## src/rtl/id_ex_stage.sv

```systemverilog
// ID/EX pipeline register with load-use hazard detection and
// EX-stage forwarding select generation.
module id_ex_stage (
    input  logic        clk,
    input  logic        rst,
    input  logic        id_valid,
    input  logic [31:0] id_pc,
    input  logic [4:0]  id_rs,
    input  logic [4:0]  id_rt,
    input  logic [4:0]  id_rd,
    input  logic        id_uses_rs,
    input  logic        id_uses_rt,
    input  logic [31:0] id_ReadData1,
    input  logic [31:0] id_ReadData2,
    input  logic [31:0] id_imm,
    input  logic        id_RegWrite,
    input  logic        id_MemRead,
    input  logic        id_MemWrite,
    input  logic        id_ALUSrc,
    input  logic        id_RegDst,
    input  logic [3:0]  id_ALUOp,
    input  logic        flush,
    input  logic        mem_RegWrite,
    input  logic [4:0]  mem_WriteAddr,
    input  logic        wb_RegWrite,
    input  logic [4:0]  wb_WriteAddr,
    output logic        stall,
    output logic        ex_valid,
    output logic [31:0] ex_pc,
    output logic [4:0]  ex_rs,
    output logic [4:0]  ex_rt,
    output logic [31:0] ex_A,
    output logic [31:0] ex_B,
    output logic [31:0] ex_imm,
    output logic        ex_RegWrite,
    output logic        ex_MemRead,
    output logic        ex_MemWrite,
    output logic        ex_ALUSrc,
    output logic [3:0]  ex_ALUOp,
    output logic [4:0]  ex_WriteAddr,
    output logic [1:0]  ex_fwdA,
    output logic [1:0]  ex_fwdB,
    output logic [15:0] stall_count
);

    localparam logic [1:0] FwdReg = 2'b00;
    localparam logic [1:0] FwdMem = 2'b10;
    localparam logic [1:0] FwdWb  = 2'b01;

    logic       loadInEx;
    logic       rsHit;
    logic       rtHit;
    logic       hazard;
    logic       bubble;
    logic [4:0] idWriteAddr;

    // Load-use hazard: EX holds a load whose destination ID reads
    always_comb begin
        loadInEx = ex_valid & ex_MemRead & (ex_WriteAddr != 5'd0);
        rsHit    = id_uses_rs & (ex_WriteAddr == id_rs);
        rtHit    = id_uses_rt & (ex_WriteAddr == id_rt);
        hazard   = id_valid & loadInEx & (rsHit | rtHit);
        stall    = hazard & ~flush;
        bubble   = stall | flush;
        idWriteAddr = id_RegDst ? id_rd : id_rt;
    end

    // Pipeline register: capture ID, or insert a bubble on stall/flush
    always_ff @(posedge clk) begin
        if (rst) begin
            ex_valid     <= 1'b0;
            ex_pc        <= 32'd0;
            ex_rs        <= 5'd0;
            ex_rt        <= 5'd0;
            ex_A         <= 32'd0;
            ex_B         <= 32'd0;
            ex_imm       <= 32'd0;
            ex_RegWrite  <= 1'b0;
            ex_MemRead   <= 1'b0;
            ex_MemWrite  <= 1'b0;
            ex_ALUSrc    <= 1'b0;
            ex_ALUOp     <= 4'd0;
            ex_WriteAddr <= 5'd0;
        end else if (bubble) begin
            ex_valid     <= 1'b0;
            ex_pc        <= id_pc;
            ex_rs        <= 5'd0;
            ex_rt        <= 5'd0;
            ex_A         <= id_ReadData1;
            ex_B         <= id_ReadData2;
            ex_imm       <= id_imm;
            ex_RegWrite  <= 1'b0;
            ex_MemRead   <= 1'b0;
            ex_MemWrite  <= 1'b0;
            ex_ALUSrc    <= 1'b0;
            ex_ALUOp     <= 4'd0;
            ex_WriteAddr <= 5'd0;
        end else begin
            ex_valid     <= id_valid;
            ex_pc        <= id_pc;
            ex_rs        <= id_rs;
            ex_rt        <= id_rt;
            ex_A         <= id_ReadData1;
            ex_B         <= id_ReadData2;
            ex_imm       <= id_imm;
            ex_RegWrite  <= id_RegWrite;
            ex_MemRead   <= id_MemRead;
            ex_MemWrite  <= id_MemWrite;
            ex_ALUSrc    <= id_ALUSrc;
            ex_ALUOp     <= id_ALUOp;
            ex_WriteAddr <= idWriteAddr;
        end
    end

    // Saturating count of load-use stall cycles
    always_ff @(posedge clk) begin
        if (rst) begin
            stall_count <= 16'd0;
        end else if (stall && stall_count != 16'hFFFF) begin
            stall_count <= stall_count + 16'd1;
        end
    end

    // Operand forwarding selects; EX/MEM wins over MEM/WB, $0 never forwards
    always_comb begin
        ex_fwdA = FwdReg;
        ex_fwdB = FwdReg;
        if (mem_RegWrite && mem_WriteAddr != 5'd0 &&
            mem_WriteAddr == ex_rs) begin
            ex_fwdA = FwdMem;
        end else if (wb_RegWrite && wb_WriteAddr != 5'd0 &&
                     wb_WriteAddr == ex_rs) begin
            ex_fwdA = FwdWb;
        end
        if (mem_RegWrite && mem_WriteAddr != 5'd0 &&
            mem_WriteAddr == ex_rt) begin
            ex_fwdB = FwdMem;
        end else if (wb_RegWrite && wb_WriteAddr != 5'd0 &&
                     wb_WriteAddr == ex_rt) begin
            ex_fwdB = FwdWb;
        end
    end

endmodule

```

## config.mk

```make
export PLATFORM = sky130hd
export DESIGN_NAME = id_ex_stage
export DESIGN_NICKNAME = d
export VERILOG_FILES = /design/src/rtl/id_ex_stage.sv
export SDC_FILE = /design/constraint.sdc
export NUM_CORES = 1
export LEC_CHECK = 0
export BUFFER_PORTS_ARGS = -buffer_cell sky130_fd_sc_hd__buf_2
export CAP_MARGIN = 20
export CORE_AREA = 2 2 131 133
export DETAILED_ROUTE_END_ITERATION = 10
export DIE_AREA = 0 0 133 135
export PLACE_DENSITY = 0.67
export SYNTH_ARGS = -nofsm -noshare
export SYNTH_HDL_FRONTEND = slang
export SYNTH_SLANG_ARGS = --single-unit
```

## constraint.sdc

```tcl
create_clock -name clk -period 2.45 [get_ports clk]
set_input_delay 0.245 -clock clk [delete_from_list [all_inputs] [get_ports clk]]
set_output_delay 0.245 -clock clk [all_outputs]
set_load 0.005 [all_outputs]
```

Yosys cells after proc, flatten, opt, wreduce, memory -nomap -nowiden
Cells that the tools add are included.
Storage, ports and cells
  output and inout bits: 173
  bits in registers: 168
  bits of input ports: 170
  word-level logic and storage cells: 48
Operators by class
  reductions and logical operators: 11
  mux-type cells: 5
  equal/unequal tests: 7
  $add $sub $neg: 1
  bitwise logic cells: 10
Operators by type and width (number)
  $eq 5x5->1: 6
  $add 16x1->16 const B: 1
  $ne 16x16->1 const B: 1
  $reduce_bool 5->1: 3
  $and 1x1->1: 7
  $logic_and 1x1->1: 7
  $mux 5: 1
  $mux 2: 2
  $mux 1: 2
  $or 1x1->1: 2
  $reduce_or 2->1: 1
  $not 1->1: 1

Logic depth before layout (Yosys ltp)
Gate-level depths: netlist (run 1).
  depth in word-level cells: 7
  depth in mapped cells: 7
  mapped depth without buffers: 6

Worst setup path after synthesis (run 1)
Ideal clock, no wire load.
  path type: reg2reg
  from: register ex_WriteAddr[1]
  to: register stall_count[5]
  slack: 0.608 ns
  setup time: 0.121 ns
  clock period less this slack: 1.842 ns
  stages on the path, launching flop included: 7
  buffers on the path: 1
  required time: 2.329 ns
  arrival time: 1.720 ns
  path through: dfxtp_1 -> xnor2_1 -> nand4_1 -> o22a_1 -> buf_2 -> nor4_2 -> mux2_4
Between the ends
  cells in the longest elaborated chain, start to end: 6
  elaborated cells between the ends (all ways): 11
  those cells by class: 2 x eq/ne; 7 x bitwise; 2 x reduce/logical
Ends and longest elaborated chain
  start: declaration: RTL line 40  | output logic [4:0] ex_WriteAddr,
  start signal: assignment: RTL line 111  | ex_WriteAddr <= idWriteAddr;
  $eq 5x5->1 (tied with other cells): RTL line 60  | rsHit = id_uses_rs & (ex_WriteAddr == id_rs);
  $and 1x1->1, on equally long branches: RTL line 60, 59, 61
  $or 1x1->1 / $and 1x1->1 (equally long branches): RTL line 62  | hazard = id_valid & loadInEx & (rsHit | rtHit);
  $and 1x1->1 *: RTL line 62
  $and 1x1->1 *: RTL line 63  | stall = hazard & ~flush;
  $logic_and 1x1->1 *: RTL line 119  | end else if (stall && stall_count != 16'hFFFF) begin
  end signal: assignment: RTL line 120  | stall_count <= stall_count + 16'd1;
  end: declaration: RTL line 43  | output logic [15:0] stall_count
Mark *: on every way between the ends. The rest lies on a longest branch, timed or not.
A chain may end at the register's enable or synchronous reset.

Worst setup path in the final report (run 1)
  from: register ex_rs[4]
  to: output ex_fwdA[0]
Between the ends
  cells in the longest elaborated chain, start to end: 4
  elaborated cells between the ends (all ways): 6
  those cells by class: 2 x eq/ne; 2 x mux; 2 x reduce/logical
Ends and longest elaborated chain
  start: declaration: RTL line 30  | output logic [4:0] ex_rs,
  start signal: assignment: RTL line 101  | ex_rs <= id_rs;
  $eq 5x5->1: RTL line 132  | wb_WriteAddr == ex_rs) begin
  $logic_and 1x1->1: RTL line 131  | end else if (wb_RegWrite && wb_WriteAddr != 5'd0 &&
  $mux 1: RTL line 131
  $mux 2 *: RTL line 128  | if (mem_RegWrite && mem_WriteAddr != 5'd0 &&
  end: declaration: RTL line 41  | output logic [1:0] ex_fwdA,
Marks and branches as above.

==> results of run 1 <==
-- cell type report --
cell class                 count  area (µm²)  share of cell area, %
tap                          220         275                   3.46
clock inverter                10         116                   1.46
timing repair buffer         346        1760                   22.1
multi-input combinational    289        1950                   24.5
inverter                       4        15.0                  0.189
sequential                   168        3360                   42.3
clock buffer                  22         484                   6.08
-- kinds of logic after synthesis --
logic type      after synthesis  synth area share, %
simple gates                217                 25.1
buf+inv                      26                 1.98
mux                           8                 1.62
fa+ha+maj                     1                0.231
xor+xnor                     30                 4.85
flops                       168                 62.0
compound gates               33                 4.18
-- worst max-delay path, cell delays in order, from the launching register on --
cell	delay (ps)
dfxtp_1	340
xor2_1	160
or4_1	540
nor4_1	300
buf_2	190
-- placed cells by master (no fill, tap or decap), types with 5 or more instances in the layout --
cell	instances
a21oi_1	12
and2_1	20
buf_2	341
clkbuf_16	17
dfxtp_1	168
mux2i_1	5
nand2_1	6
nand3_1	12
nand4_1	7
nor2_1	8
nor2b_1	135
o31ai_1	8
or4_1	12
xnor2_1	16
xor2_1	14
-- stage by stage --
step                instances  total power (W)  worst slack (ps)  hold slack [ps]
finish                   1059          0.00607               274             38.2
global route             1059          0.00632               183             17.7
CTS                      1059          0.00615               192             17.7
global placement         1027          0.00345               384              445
floorplan                 483          0.00315               608              367
detailed placement       1027          0.00345               360              448
-- power by group --
| group | total, W | switching [W] | leakage [nW] | internal [W] |
|---|---|---|---|---|
| clock network | 0.00269 | 0.00107 | 0.292 | 0.00161 |
| logic | 0.000485 | 0.000209 | 2.14 | 0.000276 |
| registers | 0.00290 | 0.0000388 | 1.39 | 0.00286 |
-- state kept, by name (all words and copies together), names as in the netlist --
name / count
ex_A: 32
ex_ALUOp: 4
ex_ALUSrc: 1
ex_B: 32
ex_MemRead: 1
ex_MemWrite: 1
ex_RegWrite: 1
ex_WriteAddr: 5
ex_imm: 32
ex_pc: 32
ex_rs: 5
ex_rt: 5
ex_valid: 1
stall_count: 16
-- path summary, 6_finish.rpt --
path                        start             end  slack (ps)  depth (start not counted)
hold / removal         id_imm[28]      ex_imm[28]          40                          2
setup / recovery         ex_rs[4]      ex_fwdA[0]         270                          4
hold reg to reg    stall_count[9]  stall_count[9]         510                          2
setup reg to reg  ex_WriteAddr[2]  stall_count[5]         360                          5
-- per-layer routing --
layer	GRT usage, %	part of all wire, %	vias up
met2	29.3	52	202
met5	0	0	-
met1	17.1	38	2028
li1	-	-	2263
met4	4.36	0.76	0
met3	6.91	9.2	7
==> run metrics, run 1 <==
outcome complete, no violations; antenna viol nets, final 0; Filler cells around 1500; Worst-Skew Late Latency around 400 ps; Num CTS Buffers 17; Post-synth EDFFs 0; largest net degree at the start of global routing 71; static leakage ~3.8 nW; sequential area share after synthesis roughly 62%; Cell Area, Synth 0.00542 mm²; period utilization between 80 and 90%; max capacitance violation total 0; vias per cell between 4 and 5; Crit path required time 2200 ps; # hold bufs at CTS 0; Clock Skew roughly 5.4 ps; Finish-stage setup viols 0; Remaining DRCs 0; clock tree from TritonCTS done; synthesis-stage register bit count 168; maximum vdd drop 0.418 mV; Final Wtd Congestion roughly 0.78; Site Rows 47; Mean Syn Cell Area 11.2 µm²; area grow syn2layout 46.9%; # IOs roughly 340; die area 0.0180 mm²; arrival time at the worst endpoint 1930 ps; port bufs 342; RSZ-0062 raised after global routing no; TNS Setup 0 ps; area of the core 0.0164 mm²; nets 997; power per standard cell area 762 mW/mm²; grt total ovfl 0; initial DRC count 139; GRT Overall Usage ~16%; Async S/R FF share, synth 0%; kind of critical path reg -> out; CP Max Fanout 3; CTS root buf clkbuf_16; initial core utilization between 30% and 40%; Syn Nets roughly 650; top_reg_cell synth dfxtp_1; first-pass GRT wire length around 23 mm; area of placed instances 0.00736 mm²; Slew headroom 45.0%; Hold Vio Cnt, Final 0; leading area contributor after synthesis dfxtp_1; detailed-router iteration count before antenna repair 4; worst hold path type in -> reg; post-synth cell types 40; antenna violations before repair 0; final slew viol count 0; cell count after synthesis roughly 480; synth cell count leaders 168 x dfxtp_1, 135 x nor2b_1, 20 x and2_1, 18 x clkbuf_1, 16 x xnor2_1; HPWL after detailed placement between 10 and 15 mm; Die Y 135 µm; fin crit period 2180 ps; vias in the first global route ~4400; DRT Wirelength around 15 mm; yosys warns 0; post_cts resized 0; layout cells sized above 1 between 40% and 50%; f_max approximately 460 MHz; CP Capture Type primary output; fin util between 40% and 50%; final instance area 0.00796 mm²; share of the synthesized area in the top cell type between 60 and 70%; Setup Buffers After CTS 0; Startpoint Class flip-flop; synth top area cells dfxtp_1 62%, nor2b_1 16%, xnor2_1 2.6%; DR WL/cell ~14 µm; ANT cells 0; worst slew pin tran about 820 ps; clock slew at reported path FFs 70 ps; clock sinks around 170; H-tree depth 4; CTS Buffer Depth 2; die width 133 µm; Vias 4500; count leader, synth dfxtp_1
Power figures use the tool's default switching activity.
==> inputs of run 2 (changes only) <==
--- a/config.mk
+++ b/config.mk
@@ -13,2 +13,3 @@
 export PLACE_DENSITY = 0.67
+export SKIP_LAST_GASP = 1
 export SYNTH_ARGS = -nofsm -noshare
--- a/constraint.sdc
+++ b/constraint.sdc
@@ -3,2 +3,2 @@
 set_output_delay 0.245 -clock clk [all_outputs]
-set_load 0.005 [all_outputs]
+set_load 0.05 [all_outputs]
==> run metrics, run 2 (synthesized netlist as in run 1, its figures left out) <==
# IOs 343 (unchanged); CTS root buf clkbuf_16; area grow syn2layout 47.8%; CTS Buffer Depth 2 (unchanged); HPWL after detailed placement 11.1 mm (-1.8%); pre-CTS WS 331 ps (-29.4 ps); CP Max Fanout 4 (+1); detailed-router iteration count before antenna repair 4 (unchanged); Slew headroom 46.5% (+1.5 points); post_cts resized 0 (unchanged); GRT Overall Usage 15.9% (-0.24 points); Vias 4547 (+1.0%); fin crit period 2270 ps (+92.8 ps); routed length on met1 5.72 mm (+1.3%); clock sinks 168 (unchanged); vias in the first global route 4445 (+0.95%); port bufs 342 (unchanged); Top Metal Used met4; grt total ovfl 0 (unchanged); largest net degree at the start of global routing 66 (-7.0%); # hold bufs at CTS 0 (unchanged); Finish-stage setup viols 0 (unchanged); Clock Skew 9.04 ps (+3.61 ps); maximum vdd drop 0.429 mV (+2.6%); setup ws final 181 ps (-92.8 ps); initial core utilization 33.0% (unchanged); ANT cells 0 (unchanged); arrival time at the worst endpoint 2020 ps (+90 ps); Setup Buffers After CTS 0 (unchanged); die area 0.0180 mm² (unchanged); final slew viol count 0 (unchanged); Crit path required time 2200 ps (about the same); RSZ-0062 raised after global routing no; outcome complete, no violations; DRT Wirelength 14.6 mm (-1.4%); Final Wtd Congestion 0.818 (+4.7%); first-pass GRT wire length 22.4 mm (-1.5%); Die Y 135 µm (unchanged); antenna violations before repair 0 (unchanged); die width 133 µm (unchanged); fin util 48.8% (+0.31 points); Met2 Routed Length 7.31 mm (-5.2%); Hold Vio Cnt, Final 0 (unchanged); Num CTS Buffers 17 (unchanged); most common cell after layout, fill and taps aside buf_2; TNS Setup 0 ps (unchanged); Power, Total 0.00645 W (+6.3%); vias per cell 4.29 (+1.0%); clock tree from TritonCTS done; metal3 WL 1.33 mm (-2.6%); worst hold path type in -> reg; antenna viol nets, final 0 (unchanged); max capacitance violation total 0 (unchanged); H-tree depth 4 (unchanged); Startpoint Class flip-flop; CP Capture Type primary output; clock slew at reported path FFs 60 ps (about the same); static leakage 3.84 nW (+0.27%); Remaining DRCs 0 (unchanged); area of the core 0.0164 mm² (unchanged); f_max 441 MHz (-4.1%); layout cells sized above 1 46.6% (+0.48 points); period utilization 92.6% (+3.8 points); Worst-Skew Late Latency 410 ps (about the same); most frequent cells in the layout 341 x buf_2, 168 x dfxtp_1, 135 x nor2b_1; Site Rows 47 (unchanged); initial DRC count 174 (+25%); nets 999 (+0.20%); power per standard cell area 805 mW/mm² (+5.6%); DR WL/cell 13.8 µm (-1.4%); kind of critical path reg -> out; worst slew pin tran 803 ps (-21.8 ps)
run 2: cell count changes in the layout (fill, tap and decap cells not counted), sizes merged:
cell / before / now
buf: 346 / 348
clkbuf: 22 / 20
clkinv: 5 / 6
clkinvlp: 2 / 0
inv: 5 / 6
run 2: layout make-up:
type | instances | area [µm²]
clock buffers | 20 | 457
repair buffers | 348 | 1770
clock inverters | 10 | 119
fillers | 1515 | 8400
inverters | 4 | 15.0
well taps | 220 | 275
multi-input cells | 289 | 2010
flip-flops and latches | 168 | 3360
run 2: routing by layer:
layer,vias to the layer above,global-route usage [%]
li1,2270,-
met1,2055,16.8
met2,204,28.2
met3,18,6.46
met4,0,6.15
met5,-,0
run 2: worst max-delay path, stage by stage, from the launching register on:
cell	delay [ps]
dfxtp_1	450
xnor2_1	150
nand4_1	160
o22ai_1	400
and2_1	190
buf_2	270
run 2: metrics by stage:
step                cells  cell area [µm²]  hold WS [ps]
finish               1059             8010          28.0
global route         1059             8010          16.3
CTS                  1059             8010          10.3
detailed placement   1029             7430           451
global placement     1029             7430           450
floorplan             483             5480           367
run 2: power breakdown:
part / switching (W) / total, W / internal [W]
Sequential: 0.0000382 / 0.00290 / 0.00286
Clock: 0.00106 / 0.00261 / 0.00155
Combinational: 0.000661 / 0.000944 / 0.000284
run 2: worst paths after layout:
kind	to	depth (start not counted)	slack (ps)	startpoint
setup reg to reg	stall_count[5]	5	320	ex_WriteAddr[1]
setup / recovery	stall	5	180	ex_WriteAddr[1]
hold / removal	ex_RegWrite	2	30	id_RegWrite
hold reg to reg	stall_count[14]	2	530	stall_count[14]
